## config.mk

```make
export PLATFORM = sky130hd
export DESIGN_NAME = systolic_skew_feeder_flat
export DESIGN_NICKNAME = d
export VERILOG_FILES = /design/src/rtl/systolic_pkg.sv /design/src/rtl/systolic_skew_feeder_if.sv /design/src/rtl/matrix_load_buffer.sv /design/src/rtl/systolic_skew_feeder.sv /design/src/flat_wrapper.sv
export SDC_FILE = /design/constraint.sdc
export NUM_CORES = 1
export LEC_CHECK = 0
export BUFFER_PORTS_ARGS = -buffer_cell sky130_fd_sc_hd__buf_2
export CORE_UTILIZATION = 40
export DETAILED_ROUTE_END_ITERATION = 10
export GPL_ROUTABILITY_DRIVEN = 0
export PLACE_DENSITY_LB_ADDON = 0.3
export SLEW_MARGIN = 20
export SYNTH_ARGS = -nofsm -noshare
export SYNTH_HDL_FRONTEND = slang
export SYNTH_SLANG_ARGS = --single-unit
```

## constraint.sdc

```tcl
create_clock -name clk_i -period 17.5 [get_ports clk_i]
set_clock_uncertainty 0.05 [all_clocks]
set_input_delay 1.75 -clock clk_i [delete_from_list [all_inputs] [get_ports clk_i]]
set_output_delay 1.75 -clock clk_i [all_outputs]
set_load 0.03 [all_outputs]
```

## src/rtl/systolic_pkg.sv

```systemverilog
`default_nettype none
// systolic_pkg: types and constants shared by the skew feeder and the PE array.
package systolic_pkg;

   localparam int DEFAULT_DATA_WIDTH = 32;

   typedef logic [DEFAULT_DATA_WIDTH-1:0] data_t;

   typedef enum logic [2:0] {
      IDLE    = 3'd0,
      LOADING = 3'd1,
      READY   = 3'd2,
      STREAM  = 3'd3,
      FLUSH   = 3'd4
   } feeder_state_t;

endpackage
`default_nettype wire

```

## src/rtl/systolic_skew_feeder_if.sv

```systemverilog
`default_nettype none
// systolic_skew_feeder_if: load port, control handshake and array-facing outputs of the feeder.
interface systolic_skew_feeder_if
   import systolic_pkg::*;
#(
   parameter int N          = 2,
   parameter int DATA_WIDTH = DEFAULT_DATA_WIDTH
);
   logic                         load_valid_i;
   logic                         load_ready_o;
   logic [N-1:0][DATA_WIDTH-1:0] load_a_row_i;
   logic [N-1:0][DATA_WIDTH-1:0] load_b_col_i;
   logic                         start_i;
   logic                         busy_o;
   logic                         done_o;
   logic [N-1:0][DATA_WIDTH-1:0] west_o;
   logic [N-1:0][DATA_WIDTH-1:0] north_o;
   logic                         inputs_valid_o;

   modport slave (
      input  load_valid_i, load_a_row_i, load_b_col_i, start_i,
      output load_ready_o, busy_o, done_o, west_o, north_o, inputs_valid_o
   );

   modport master (
      output load_valid_i, load_a_row_i, load_b_col_i, start_i,
      input  load_ready_o, busy_o, done_o, west_o, north_o, inputs_valid_o
   );
endinterface
`default_nettype wire

```

## src/rtl/matrix_load_buffer.sv

```systemverilog
`default_nettype none
// matrix_load_buffer: NxN register file, one whole lane written per beat,
// one element read combinationally per lane.
module matrix_load_buffer
   import systolic_pkg::*;
#(
   parameter int N          = 2,
   parameter int DATA_WIDTH = DEFAULT_DATA_WIDTH,
   parameter int IW         = (N > 1) ? $clog2(N) : 1
) (
   input  logic                         clk_i,
   input  logic                         wr_en,
   input  logic [IW-1:0]                wr_lane,
   input  logic [N-1:0][DATA_WIDTH-1:0] wr_data,
   input  logic [N-1:0][IW-1:0]         rd_idx,
   output logic [N-1:0][DATA_WIDTH-1:0] rd_data
);
   // Contents are intentionally not reset; they are only meaningful after a full load.
   logic [N-1:0][N-1:0][DATA_WIDTH-1:0] mem;

   always_ff @(posedge clk_i) begin
      if (wr_en) begin
         mem[wr_lane] <= wr_data;
      end
   end

   always_comb begin
      rd_data = '0;
      for (int l = 0; l < N; l++) begin
         rd_data[l] = mem[l][rd_idx[l]];
      end
   end
endmodule
`default_nettype wire

```

## src/rtl/systolic_skew_feeder.sv

```systemverilog
`default_nettype none
// systolic_skew_feeder: buffers A (row-wise) and B (column-wise), then streams
// them diagonally skewed into the west/north edges of an NxN systolic array.
module systolic_skew_feeder
   import systolic_pkg::*;
#(
   parameter int N          = 2,
   parameter int DATA_WIDTH = DEFAULT_DATA_WIDTH
) (
   input  logic                  clk_i,
   input  logic                  rstn_i,
   systolic_skew_feeder_if.slave bus
);
   localparam int CW = $clog2(2*N);
   localparam int IW = (N > 1) ? $clog2(N) : 1;

   feeder_state_t                state, state_nxt;
   logic [CW-1:0]                beat_cnt, beat_nxt;
   logic [CW-1:0]                step_cnt, step_nxt;
   logic                         load_ready;
   logic                         accept;
   logic [N-1:0]                 lane_ok;
   logic [N-1:0][IW-1:0]         rd_idx;
   logic [N-1:0][DATA_WIDTH-1:0] a_rd, b_rd;
   logic [N-1:0][DATA_WIDTH-1:0] west_q, north_q;
   logic                         valid_q, done_q;

   assign load_ready          = (state == IDLE) || (state == LOADING);
   assign accept              = bus.load_valid_i && load_ready;
   assign bus.load_ready_o    = load_ready;
   assign bus.busy_o          = (state == STREAM) || (state == FLUSH);
   assign bus.done_o          = done_q;
   assign bus.west_o          = west_q;
   assign bus.north_o         = north_q;
   assign bus.inputs_valid_o  = valid_q;

   matrix_load_buffer #(.N(N), .DATA_WIDTH(DATA_WIDTH), .IW(IW)) u_buf_a (
      .clk_i   (clk_i),
      .wr_en   (accept),
      .wr_lane (beat_cnt[IW-1:0]),
      .wr_data (bus.load_a_row_i),
      .rd_idx  (rd_idx),
      .rd_data (a_rd)
   );

   matrix_load_buffer #(.N(N), .DATA_WIDTH(DATA_WIDTH), .IW(IW)) u_buf_b (
      .clk_i   (clk_i),
      .wr_en   (accept),
      .wr_lane (beat_cnt[IW-1:0]),
      .wr_data (bus.load_b_col_i),
      .rd_idx  (rd_idx),
      .rd_data (b_rd)
   );

   // Lane l (row of A, column of B) carries element k-l of its buffer lane, if in range.
   always_comb begin
      lane_ok = '0;
      rd_idx  = '0;
      for (int l = 0; l < N; l++) begin
         if ((int'(step_cnt) >= l) && ((int'(step_cnt) - l) < N)) begin
            lane_ok[l] = 1'b1;
            rd_idx[l]  = IW'(int'(step_cnt) - l);
         end
      end
   end

   always_comb begin
      state_nxt = state;
      beat_nxt  = beat_cnt;
      step_nxt  = step_cnt;
      case (state)
         IDLE: begin
            if (accept) begin
               if (N == 1) begin
                  state_nxt = READY;
               end else begin
                  state_nxt = LOADING;
                  beat_nxt  = CW'(1);
               end
            end
         end
         LOADING: begin
            if (accept) begin
               if (beat_cnt == CW'(N-1)) begin
                  state_nxt = READY;
                  beat_nxt  = '0;
               end else begin
                  beat_nxt = beat_cnt + CW'(1);
               end
            end
         end
         READY: begin
            if (bus.start_i) begin
               state_nxt = STREAM;
               step_nxt  = '0;
            end
         end
         STREAM: begin
            if (step_cnt == CW'(2*N-2)) begin
               state_nxt = FLUSH;
               step_nxt  = '0;
            end else begin
               step_nxt = step_cnt + CW'(1);
            end
         end
         FLUSH: begin
            // The extra count lets the last registered stream step drain before N zero cycles.
            if (step_cnt == CW'(N)) begin
               state_nxt = IDLE;
               step_nxt  = '0;
            end else begin
               step_nxt = step_cnt + CW'(1);
            end
         end
         default: begin
            state_nxt = IDLE;
            beat_nxt  = '0;
            step_nxt  = '0;
         end
      endcase
   end

   always_ff @(posedge clk_i or negedge rstn_i) begin
      if (!rstn_i) begin
         state    <= IDLE;
         beat_cnt <= '0;
         step_cnt <= '0;
      end else begin
         state    <= state_nxt;
         beat_cnt <= beat_nxt;
         step_cnt <= step_nxt;
      end
   end

   always_ff @(posedge clk_i or negedge rstn_i) begin
      if (!rstn_i) begin
         west_q  <= '0;
         north_q <= '0;
         valid_q <= 1'b0;
         done_q  <= 1'b0;
      end else begin
         for (int l = 0; l < N; l++) begin
            west_q[l]  <= ((state == STREAM) && lane_ok[l]) ? a_rd[l] : '0;
            north_q[l] <= ((state == STREAM) && lane_ok[l]) ? b_rd[l] : '0;
         end
         valid_q <= (state == STREAM) && (step_cnt < CW'(N));
         done_q  <= (state == FLUSH) && (step_cnt == CW'(N));
      end
   end
endmodule
`default_nettype wire

```

## src/flat_wrapper.sv

```systemverilog
// flat-port wrapper written by rule: the top's interface ports become plain ports
module systolic_skew_feeder_flat import systolic_pkg::*;
#(
   parameter int N          = 2,
   parameter int DATA_WIDTH = DEFAULT_DATA_WIDTH
)
  (clk_i, rstn_i, bus_load_valid_i, bus_load_a_row_i, bus_load_b_col_i, bus_start_i, bus_load_ready_o, bus_busy_o, bus_done_o, bus_west_o, bus_north_o, bus_inputs_valid_o);
  systolic_skew_feeder_if #(.N(N), .DATA_WIDTH(DATA_WIDTH)) bus_i ();
  input  logic clk_i;
  input  logic rstn_i;
  input wire logic [$bits(bus_i.load_valid_i)-1:0] bus_load_valid_i;
  input wire logic [$bits(bus_i.load_a_row_i)-1:0] bus_load_a_row_i;
  input wire logic [$bits(bus_i.load_b_col_i)-1:0] bus_load_b_col_i;
  input wire logic [$bits(bus_i.start_i)-1:0] bus_start_i;
  output wire logic [$bits(bus_i.load_ready_o)-1:0] bus_load_ready_o;
  output wire logic [$bits(bus_i.busy_o)-1:0] bus_busy_o;
  output wire logic [$bits(bus_i.done_o)-1:0] bus_done_o;
  output wire logic [$bits(bus_i.west_o)-1:0] bus_west_o;
  output wire logic [$bits(bus_i.north_o)-1:0] bus_north_o;
  output wire logic [$bits(bus_i.inputs_valid_o)-1:0] bus_inputs_valid_o;
  assign bus_i.load_valid_i = bus_load_valid_i;
  assign bus_i.load_a_row_i = bus_load_a_row_i;
  assign bus_i.load_b_col_i = bus_load_b_col_i;
  assign bus_i.start_i = bus_start_i;
  assign bus_load_ready_o = bus_i.load_ready_o;
  assign bus_busy_o = bus_i.busy_o;
  assign bus_done_o = bus_i.done_o;
  assign bus_west_o = bus_i.west_o;
  assign bus_north_o = bus_i.north_o;
  assign bus_inputs_valid_o = bus_i.inputs_valid_o;
  systolic_skew_feeder #(.N(N), .DATA_WIDTH(DATA_WIDTH)) u_core (.clk_i(clk_i), .rstn_i(rstn_i), .bus(bus_i));
endmodule
```

==> flow_summary_export.csv, run 1 <==
group,metric,value,unit
worst_setup_path,required,17590,ps
grt,overflow,0,
synth,synth_cell_types,29,
clock_network,clock_latency,530,ps
drt,vias,6794,
placed_design,place_hpwl,15800,um
synth,ys_seq_area_frac,0.832,
sta,drv_slew,0,
synth,synth_seq_cells,393,
clock_network,htreeDepth,2,
clock_network,cts_tree,"built",
placed_design,port_buffers,263,
worst_setup_path,start_kind,"input port",
worst_setup_path,max_stage_delay,790,ps
synth,synth-edff-count,256,
synth,synth_top_area_share,0.576,
floorplanning,chipHeight,185,um
worst_setup_path,cp.arrival,3740,ps
sta,timing.fmax,274,MHz
floorplanning,ios,264,
floorplanning,num_rows,66,
clock_network,cts_root_buffer,"clkbuf_16",
job,maxCapViolCount,0,
sta,setup_viol_count_final,0,
worst_setup_path,worstSetupStartpoint,"bus_load_valid_i",
worst_setup_path,critPathBufInv,3,
drt,drt_iter0_markers,310,
worst_setup_path,critPathMaxFanout,65,
hold_path,worstHoldPathType,"flop to flop",
power,power.leakage,6.86,nW
worst_setup_path,r2r-start,"u_core.state[1]",
worst_setup_path,crit_path_cell_trace,"buf_2, nor4b_2, buf_4, buf_4",
clock_network,numClockSinks,393,
clock_network,numCtsBuffers,41,
sta,fin_setup_tns,0,ps
synth,synth_top_cell_by_area,"edfxtp_1",
synth,synthesis.nets,858,
worst_setup_path,path_delay_family,"buffers and inverters",
synth,muxShareOfSynthArea,0.0959,
sta,fin_crit,3650,ps
synth,synth_cells,722,
drt,post_drt_wl_per_cell,18.0,um
worst_setup_path,endpoint_kind,"flop",
synth,synthAdderAreaFrac,0.00375,
cells_and_area,area_delta_synth_final,23.4,%
synth,synthTopCellsByArea,"edfxtp_1 (58%), dfrtp_1 (26%), mux2i_1 (9.6%)",
floorplanning,start_util,0.408,
floorplanning,die_width,185,um
synth,async_reset_ff_frac,0.349,
synth,synthXorXnorAreaFrac,0,
sta,relSlewSlack,0.378,
cells_and_area,layout_commonest_cell,"buf_2",
cells_and_area,post-route-util,0.504,
drt,wirelength,26700,um
synth,synth_top_family_by_area,"multiplexers",
floorplanning,die_area,34100,um^2
hold_path,hold_start,"u_core.u_buf_b.mem[82]",
sta,whs,430,ps
sta,tightest_slew,933,ps
clock_network,post_cts_buffers,0,
power,ir_drop,0.0846,mV
placed_design,place_ws,13320,ps
worst_setup_path,cpMostUsedCell,"buf_4",
sta,hold_viol,0,
run_status,status,"finished, final reports clean",
cells_and_area,drive_above_1_share,0.329,
worst_setup_path,worst-setup-path-type,"input port to flop",
clock_network,cts_resized,0,
grt,grt_max_degree,71,
synth,syn-mean-instance-area,18.5,um^2
drt,firstDrtPassIters,4,
sta,rsz0062_at_grt,"false",
sta,setup_ws,13850,ps
grt,grt_pass1_wl,39200,um
floorplanning,core-area,32700,um^2
synth,netlist_area,13400,um^2
worst_setup_path,crit_slowest_cell,"buf_4",
clock_network,cts_hold_buf,0,
clock_network,clock_path_buffers,3,
grt,grt_pass1_vias,6876,
clock_network,clk_pin_slew,60,ps
synth,yosysWarnings,0,
grt,grt_util_all_layers,0.156,
drt,drtAntennaViolNets,0,
power,p_total,2.86,mW
drt,drc_errors,0,
synth,synth_compound_area_frac,0.00740,
synth,synthSimpleGateAreaFrac,0.0441,
cells_and_area,final_cell_mix,"buf_2 (262), edfxtp_1 (256), dfrtp_1 (137)",
grt,antenna_found_initial,10,
sta,period_share,0.209,
power,power_density,174,nW/um^2
cells_and_area,nets,1139,
synth,synth_top_flop_cell,"edfxtp_1",
drt,routed_via_density,4.58,
-- layer usage --
layer / share of wire / vias up / track usage / routed length (um)
li1: - / 3180 / - / -
met1: 0.43 / 3340 / 0.199 / 11400
met2: 0.49 / 216 / 0.256 / 13200
met3: 0.059 / 50 / 0.0399 / 1590
met4: 0.020 / 8 / 0.0595 / 533
met5: 0.0021 / - / 0 / 55
-- cell families after synthesis --
family	after synthesis
AOI/OAI and AO/OA	15
adders and majority gates	4
buffers and inverters	35
DFF	393
muxes	128
and+or+nand+nor	147
-- cell type report --
class	instances	area, um^2
antenna	6	15.0
clock buffer	57	1150
clock inverter	19	204
fill	2777	16200
inverter	4	15.0
multi-input combinational	294	2070
sequential	393	11100
tap	442	553
timing repair buffer	269	1370
-- power by group --
part           total [mW]  internal, mW  leakage, nW  switching, mW
Clock               0.849         0.506        0.663          0.343
Sequential           1.28          1.21         4.19         0.0615
Combinational       0.738         0.206         2.01          0.532
Total                2.86          1.93         6.86          0.936
-- final timing paths --
kind,to,cells after the start,slack (ps)
setup / recovery,u_core.u_buf_b.mem[23],4,13850
hold / removal,u_core.bus.north_o[50],2,430
setup reg to reg,u_core.u_buf_b.mem[124],3,14490
hold reg to reg,u_core.bus.north_o[50],2,430
max in group asynchronous,u_core.bus.north_o[51],2,14830
min in group asynchronous,u_core.bus.west_o[9],1,1160
-- registers in the layout, indices dropped and copies added (netlist names) --
register / count
u_core.beat_cnt: 2
u_core.bus.done_o: 1
u_core.bus.north_o: 64
u_core.u_buf_b.mem: 128
u_core.u_buf_a.mem: 128
u_core.bus.inputs_valid_o: 1
u_core.state: 3
u_core.bus.west_o: 64
u_core.step_cnt: 2
-- worst reg2reg max path, cell delays in order (launching register included) --
cell     delay (ps)
dfrtp_1         510
nor2_1          290
and3_4          790
buf_4           940
-- cell usage after synthesis, types with 2 or more instances --
| cell type | count |
|---|---|
| a32oi_1 | 2 |
| and3_1 | 2 |
| buf_2 | 18 |
| buf_4 | 4 |
| buf_6 | 6 |
| clkbuf_4 | 2 |
| dfrtp_1 | 137 |
| edfxtp_1 | 256 |
| ha_1 | 4 |
| inv_1 | 3 |
| mux2i_1 | 128 |
| nand2_1 | 4 |
| nor2_1 | 132 |
| nor3b_1 | 2 |
| o21ai_0 | 8 |
-- per-stage QoR --
stage | cell area, um^2 | std cells
floorplan | 13400 | 722
global placement | 15100 | 1402
detailed placement | 15100 | 1402
CTS | 16500 | 1478
global route | 16500 | 1483
finish | 16500 | 1484
(Power assumes the default switching activity.)
==> run 2, diff against run 1 <==
Clock period 17.5 ns to 3.6 ns, I/O delays scaled along.
==> flow_summary_export.csv, run 2 (synthesized netlist as in run 1, its figures left out) <==
group,metric,value,unit
sta,fin_setup_tns,0,ps
cells_and_area,post-route-util,0.545,
floorplanning,die_area,34100,um^2
clock_network,cts_root_buffer,"clkbuf_16",
power,power_density,793,nW/um^2
placed_design,place_hpwl,15800,um
cells_and_area,final_area,17800,um^2
cells_and_area,num-fill-cells,2635,
cells_and_area,drive_above_1_share,0.288,
clock_network,clk_pin_slew,60,ps
cells_and_area,regArea,11100,um^2
cells_and_area,layout_commonest_cell,"buf_2",
cells_and_area,antenna_cells,0,
cells_and_area,final_cell_mix,"buf_2 (262), edfxtp_1 (256), dfrtp_1 (137)",
sta,setup_viol_count_final,0,
floorplanning,ios,264,
grt,grt_util_all_layers,0.165,
sta,drv_slew,0,
floorplanning,start_util,0.408,
clock_network,clock_latency,510,ps
clock_network,numClockSinks,393,
clock_network,clock_path_buffers,3,
worst_setup_path,required,3190,ps
grt,grt_pass1_wl,42100,um
clock_network,htreeDepth,2,
grt,grt_pass1_vias,7663,
worst_setup_path,endpoint_kind,"output port",
grt,overflow,0,
clock_network,numCtsBuffers,40,
worst_setup_path,r2r_cells,5,
drt,post_drt_wl_per_cell,17.3,um
placed_design,port_buffers,263,
worst_setup_path,critPathMaxFanout,13,
grt,grt_max_degree,87,
cells_and_area,nets,1270,
placed_design,placed_area,15200,um^2
floorplanning,chipHeight,185,um
floorplanning,core-area,32700,um^2
sta,relSlewSlack,0.332,
worst_setup_path,start_kind,"flop",
hold_path,hold_start,"bus_start_i",
sta,hold_viol,0,
drt,routed_via_density,4.54,
clock_network,post_cts_buffers,0,
cells_and_area,reg_top3,"u_core.u_buf_a.mem (128), u_core.u_buf_b.mem (128)",
power,power.leakage,7.43,nW
cells_and_area,fin_cells,1608,
grt,antenna_found_initial,0,
worst_setup_path,crit_slowest_cell,"dfrtp_1",
sta,timing.fmax,441,MHz
sta,period_share,0.630,
hold_path,min_path_cells,4,
floorplanning,num_rows,66,
sta,fin_crit,2270,ps
sta,whs,218,ps
drt,drt_iter0_markers,342,
floorplanning,die_width,185,um
worst_setup_path,crit_path_cell_trace,"nor2_1, nand2_1, o21ai_0, buf_2",
drt,drtAntennaViolNets,0,
drt,wirelength,27900,um
hold_path,hold_end,"u_core.step_cnt[0]",
run_status,status,"finished, final reports clean",
power,ir_drop,0.578,mV
drt,firstDrtPassIters,5,
worst_setup_path,rr_endpoint,"u_core.bus.north_o[37]",
sta,rsz0062_at_grt,"false",
job,maxCapViolCount,0,
cells_and_area,area_delta_synth_final,33.5,%
drt,drc_errors,0,
worst_setup_path,r2r_slack,1500,ps
worst_setup_path,worst-setup-path-type,"flop to output port",
worst_setup_path,cp.arrival,1860,ps
sta,tightest_slew,1000,ps
cells_and_area,multiInputGateArea,2080,um^2
clock_network,cts_tree,"built",
worst_setup_path,r2r-start,"u_core.step_cnt[0]",
drt,vias,7293,
worst_setup_path,max_stage_delay,520,ps
hold_path,worstHoldPathType,"input port to flop",
placed_design,placed_cells,1405,
[run 2: timing repair]
| item | CTS | global route |
|---|---|---|
| hold buffers | 129 | 0 |
| endpoints found under the hold margin | 339 | 0 |
| resized for setup | 0 | 0 |
| setup endpoints to repair | 0 | 0 |
[run 2: area by class of cell]
cell class / instances / share of cell area
tap: 442 / 0.0310
clock buffer: 63 / 0.0661
inverter: 4 / 0.000842
timing repair buffer: 401 / 0.153
sequential: 393 / 0.623
multi-input combinational: 294 / 0.116
clock inverter: 11 / 0.00898
[run 2: per-stage QoR]
stage	setup slack [ps]	total power, mW
5_1_grt	1220	14.8
6_report	1330	14.1
4_1_cts	1340	14.3
2_1_floorplan	-1490	8.82
3_3_place_gp	1520	9.97
3_5_place_dp	1460	10.0
[run 2: worst max path at each step]
stage,end,slack (ps),from,cells after the start
after floorplan,u_core.u_buf_a.mem[0],-1490,u_core.beat_cnt[0],1
after global placement,u_core.bus.north_o[19],1520,u_core.state[2],3
after detailed placement,u_core.bus.west_o[45],1460,u_core.step_cnt[0],5
after CTS,bus_busy_o,1340,u_core.state[1],4
after global routing,bus_busy_o,1220,u_core.state[1],4
final,bus_busy_o,1330,u_core.state[1],4
[run 2: metal layers]
layer  GRT usage  share of wire  vias up
met5           0              0        -
met4      0.0443          0.018        0
met3      0.0403          0.058       39
met2       0.297           0.52      207
met1       0.196           0.40     3617
li1            -              -     3430
[run 2: power breakdown]
group / leakage, nW / total [mW] / switching, mW / internal [mW]
clock: 0.654 / 4.16 / 1.62 / 2.54
sequential: 4.19 / 6.19 / 0.295 / 5.89
combinational: 2.58 / 3.79 / 2.65 / 1.14
[run 2: worst max-delay path: cells and delay by family (launching register included)]
kind,cells,cell delay (ps)
buffers and inverters,1,250
DFF,1,520
and+or+nand+nor,2,430
AOI/OAI and AO/OA,1,150
==> run 3, diff against run 2 <==
Clock period 3.6 ns to 2.15 ns, I/O delays scaled along.
==> flow_summary_export.csv, run 3 (synthesized netlist as in run 1, its figures left out) <==
group,metric,value,unit
run_status,status,"finished, final reports clean",
clock_network,clock_path_buffers,3,
sta,fin_setup_tns,0,ps
worst_setup_path,start_kind,"flop",
clock_network,clk_pin_slew,60,ps
clock_network,cts_tree,"built",
worst_setup_path,endpoint_kind,"output port",
placed_design,place_hpwl,18000,um
clock_network,htreeDepth,2,
floorplanning,num_rows,66,
sta,tightest_slew,426,ps
cells_and_area,area_delta_synth_final,35.0,%
sta,relSlewSlack,0.716,
placed_design,port_buffers,263,
cells_and_area,post-route-util,0.551,
cells_and_area,drive_above_1_share,0.299,
power,p_total,23.7,mW
hold_path,hold_start,"bus_load_valid_i",
sta,fin_crit,2060,ps
power,ir_drop,0.641,mV
drt,wirelength,29200,um
clock_network,post_cts_buffers,0,
worst_setup_path,r2r_cells,3,
clock_network,numClockSinks,393,
power,power.leakage,7.50,nW
floorplanning,core-area,32700,um^2
placed_design,place_ws,295,ps
grt,grt_pass1_vias,7961,
cells_and_area,fin_cells,1627,
worst_setup_path,r2r_slack,300,ps
worst_setup_path,critPathMaxFanout,13,
drt,firstDrtPassIters,4,
cells_and_area,final_cell_mix,"buf_2 (261), edfxtp_1 (256), dfrtp_1 (135)",
worst_setup_path,r2r-start,"u_core.state[2]",
floorplanning,die_area,34100,um^2
clock_network,clock_latency,530,ps
cells_and_area,layout_commonest_cell,"buf_2",
worst_setup_path,cp-endpoint,"bus_busy_o",
worst_setup_path,cp.arrival,1790,ps
power,power_density,1310,nW/um^2
floorplanning,start_util,0.408,
job,maxCapViolCount,0,
hold_path,worstHoldPathType,"input port to flop",
grt,overflow,0,
clock_network,numCtsBuffers,41,
sta,setup_ws,92.1,ps
worst_setup_path,worst-setup-path-type,"flop to output port",
drt,vias,7379,
drt,drt_iter0_markers,276,
worst_setup_path,rr_endpoint,"u_core.u_buf_a.mem[98]",
sta,period_share,0.957,
sta,hold_viol,0,
worst_setup_path,worstSetupStartpoint,"u_core.state[1]",
worst_setup_path,required,1880,ps
drt,drtAntennaViolNets,0,
grt,grt_max_degree,47,
placed_design,placed_cells,1422,
drt,drc_errors,0,
cells_and_area,reg_top3,"u_core.u_buf_a.mem (128), u_core.u_buf_b.mem (128)",
sta,drv_slew,0,
grt,grt_util_all_layers,0.172,
floorplanning,chipHeight,185,um
cells_and_area,nets,1288,
sta,setup_viol_count_final,0,
grt,antenna_found_initial,1,
grt,grt_pass1_wl,44000,um
clock_network,cts_root_buffer,"clkbuf_16",
drt,routed_via_density,4.54,
floorplanning,die_width,185,um
drt,post_drt_wl_per_cell,17.9,um
floorplanning,ios,264,
sta,rsz0062_at_grt,"false",
sta,timing.fmax,486,MHz
==> run 3: changes by cell type in the layout (fill, tap and decap cells not counted), moves of 2 or more <==
cell / before / now
clkinv_8: 0 / 2
clkinvlp_4: 0 / 3
bufinv_16: 4 / 0
buf_4: 5 / 10
clkbuf_8: 7 / 5
dfrtp_1: 137 / 135
dfrtp_2: 0 / 2
buf_12: 4 / 16
clkinv_1: 2 / 4
==> run 3: how the worst min path moves through the flow <==
stage	to	slack [ps]	cells after the start
detailed placement	u_core.bus.west_o[2]	100	1
floorplan	u_core.beat_cnt[0]	-130	0
finish	u_core.state[0]	50	3
CTS	u_core.state[0]	8	3
global route	u_core.state[0]	60	3
global placement	u_core.bus.west_o[2]	100	1
==> run 3: stage by stage <==
stage,hold slack (ps),instance area [um^2]
2_1_floorplan,-131,13400
3_3_place_gp,97.3,15500
3_5_place_dp,102,15500
4_1_cts,7.97,18000
5_1_grt,56.3,18000
6_report,54.3,18000
==> run 3: worst max-delay path: stages (launching register included) <==
cell      delay [ps]
dfrtp_2          500
nor2_2           210
nand2_1          130
o21ai_0          170
clkbuf_4         260
==> run 3: cell type report <==
cell class                 instances  area [um^2]
antenna                            1         2.50
clock buffer                      62         1150
clock inverter                    13         97.6
fill                            2645        14700
inverter                           4         15.0
multi-input combinational        294         2080
sequential                       393        11100
tap                              442          553
timing repair buffer             418         3010
==> run 3: where the power goes <==
group / internal [mW] / total (mW) / switching (mW)
sequential: 9.86 / 10.4 / 0.554
combinational: 2.21 / 6.70 / 4.50
clock: 3.73 / 6.53 / 2.80
total: 15.8 / 23.7 / 7.85
==> run 3: metal layers <==
layer  vias up  routed length (um)  GRT usage
li1       3475                   -          -
met1      3632               11900      0.207
met2       213               15000      0.304
met4         0                 871     0.0648
met3        59                1470     0.0352
met5         -                   0          0
==> run 3: repair_timing <==
action / 4_1_cts / 5_1_grt
hold buffers: 129 / 0
resized for setup: 1 / 3
endpoints found under the hold margin: 393 / 0
setup endpoints to repair: 1 / 1
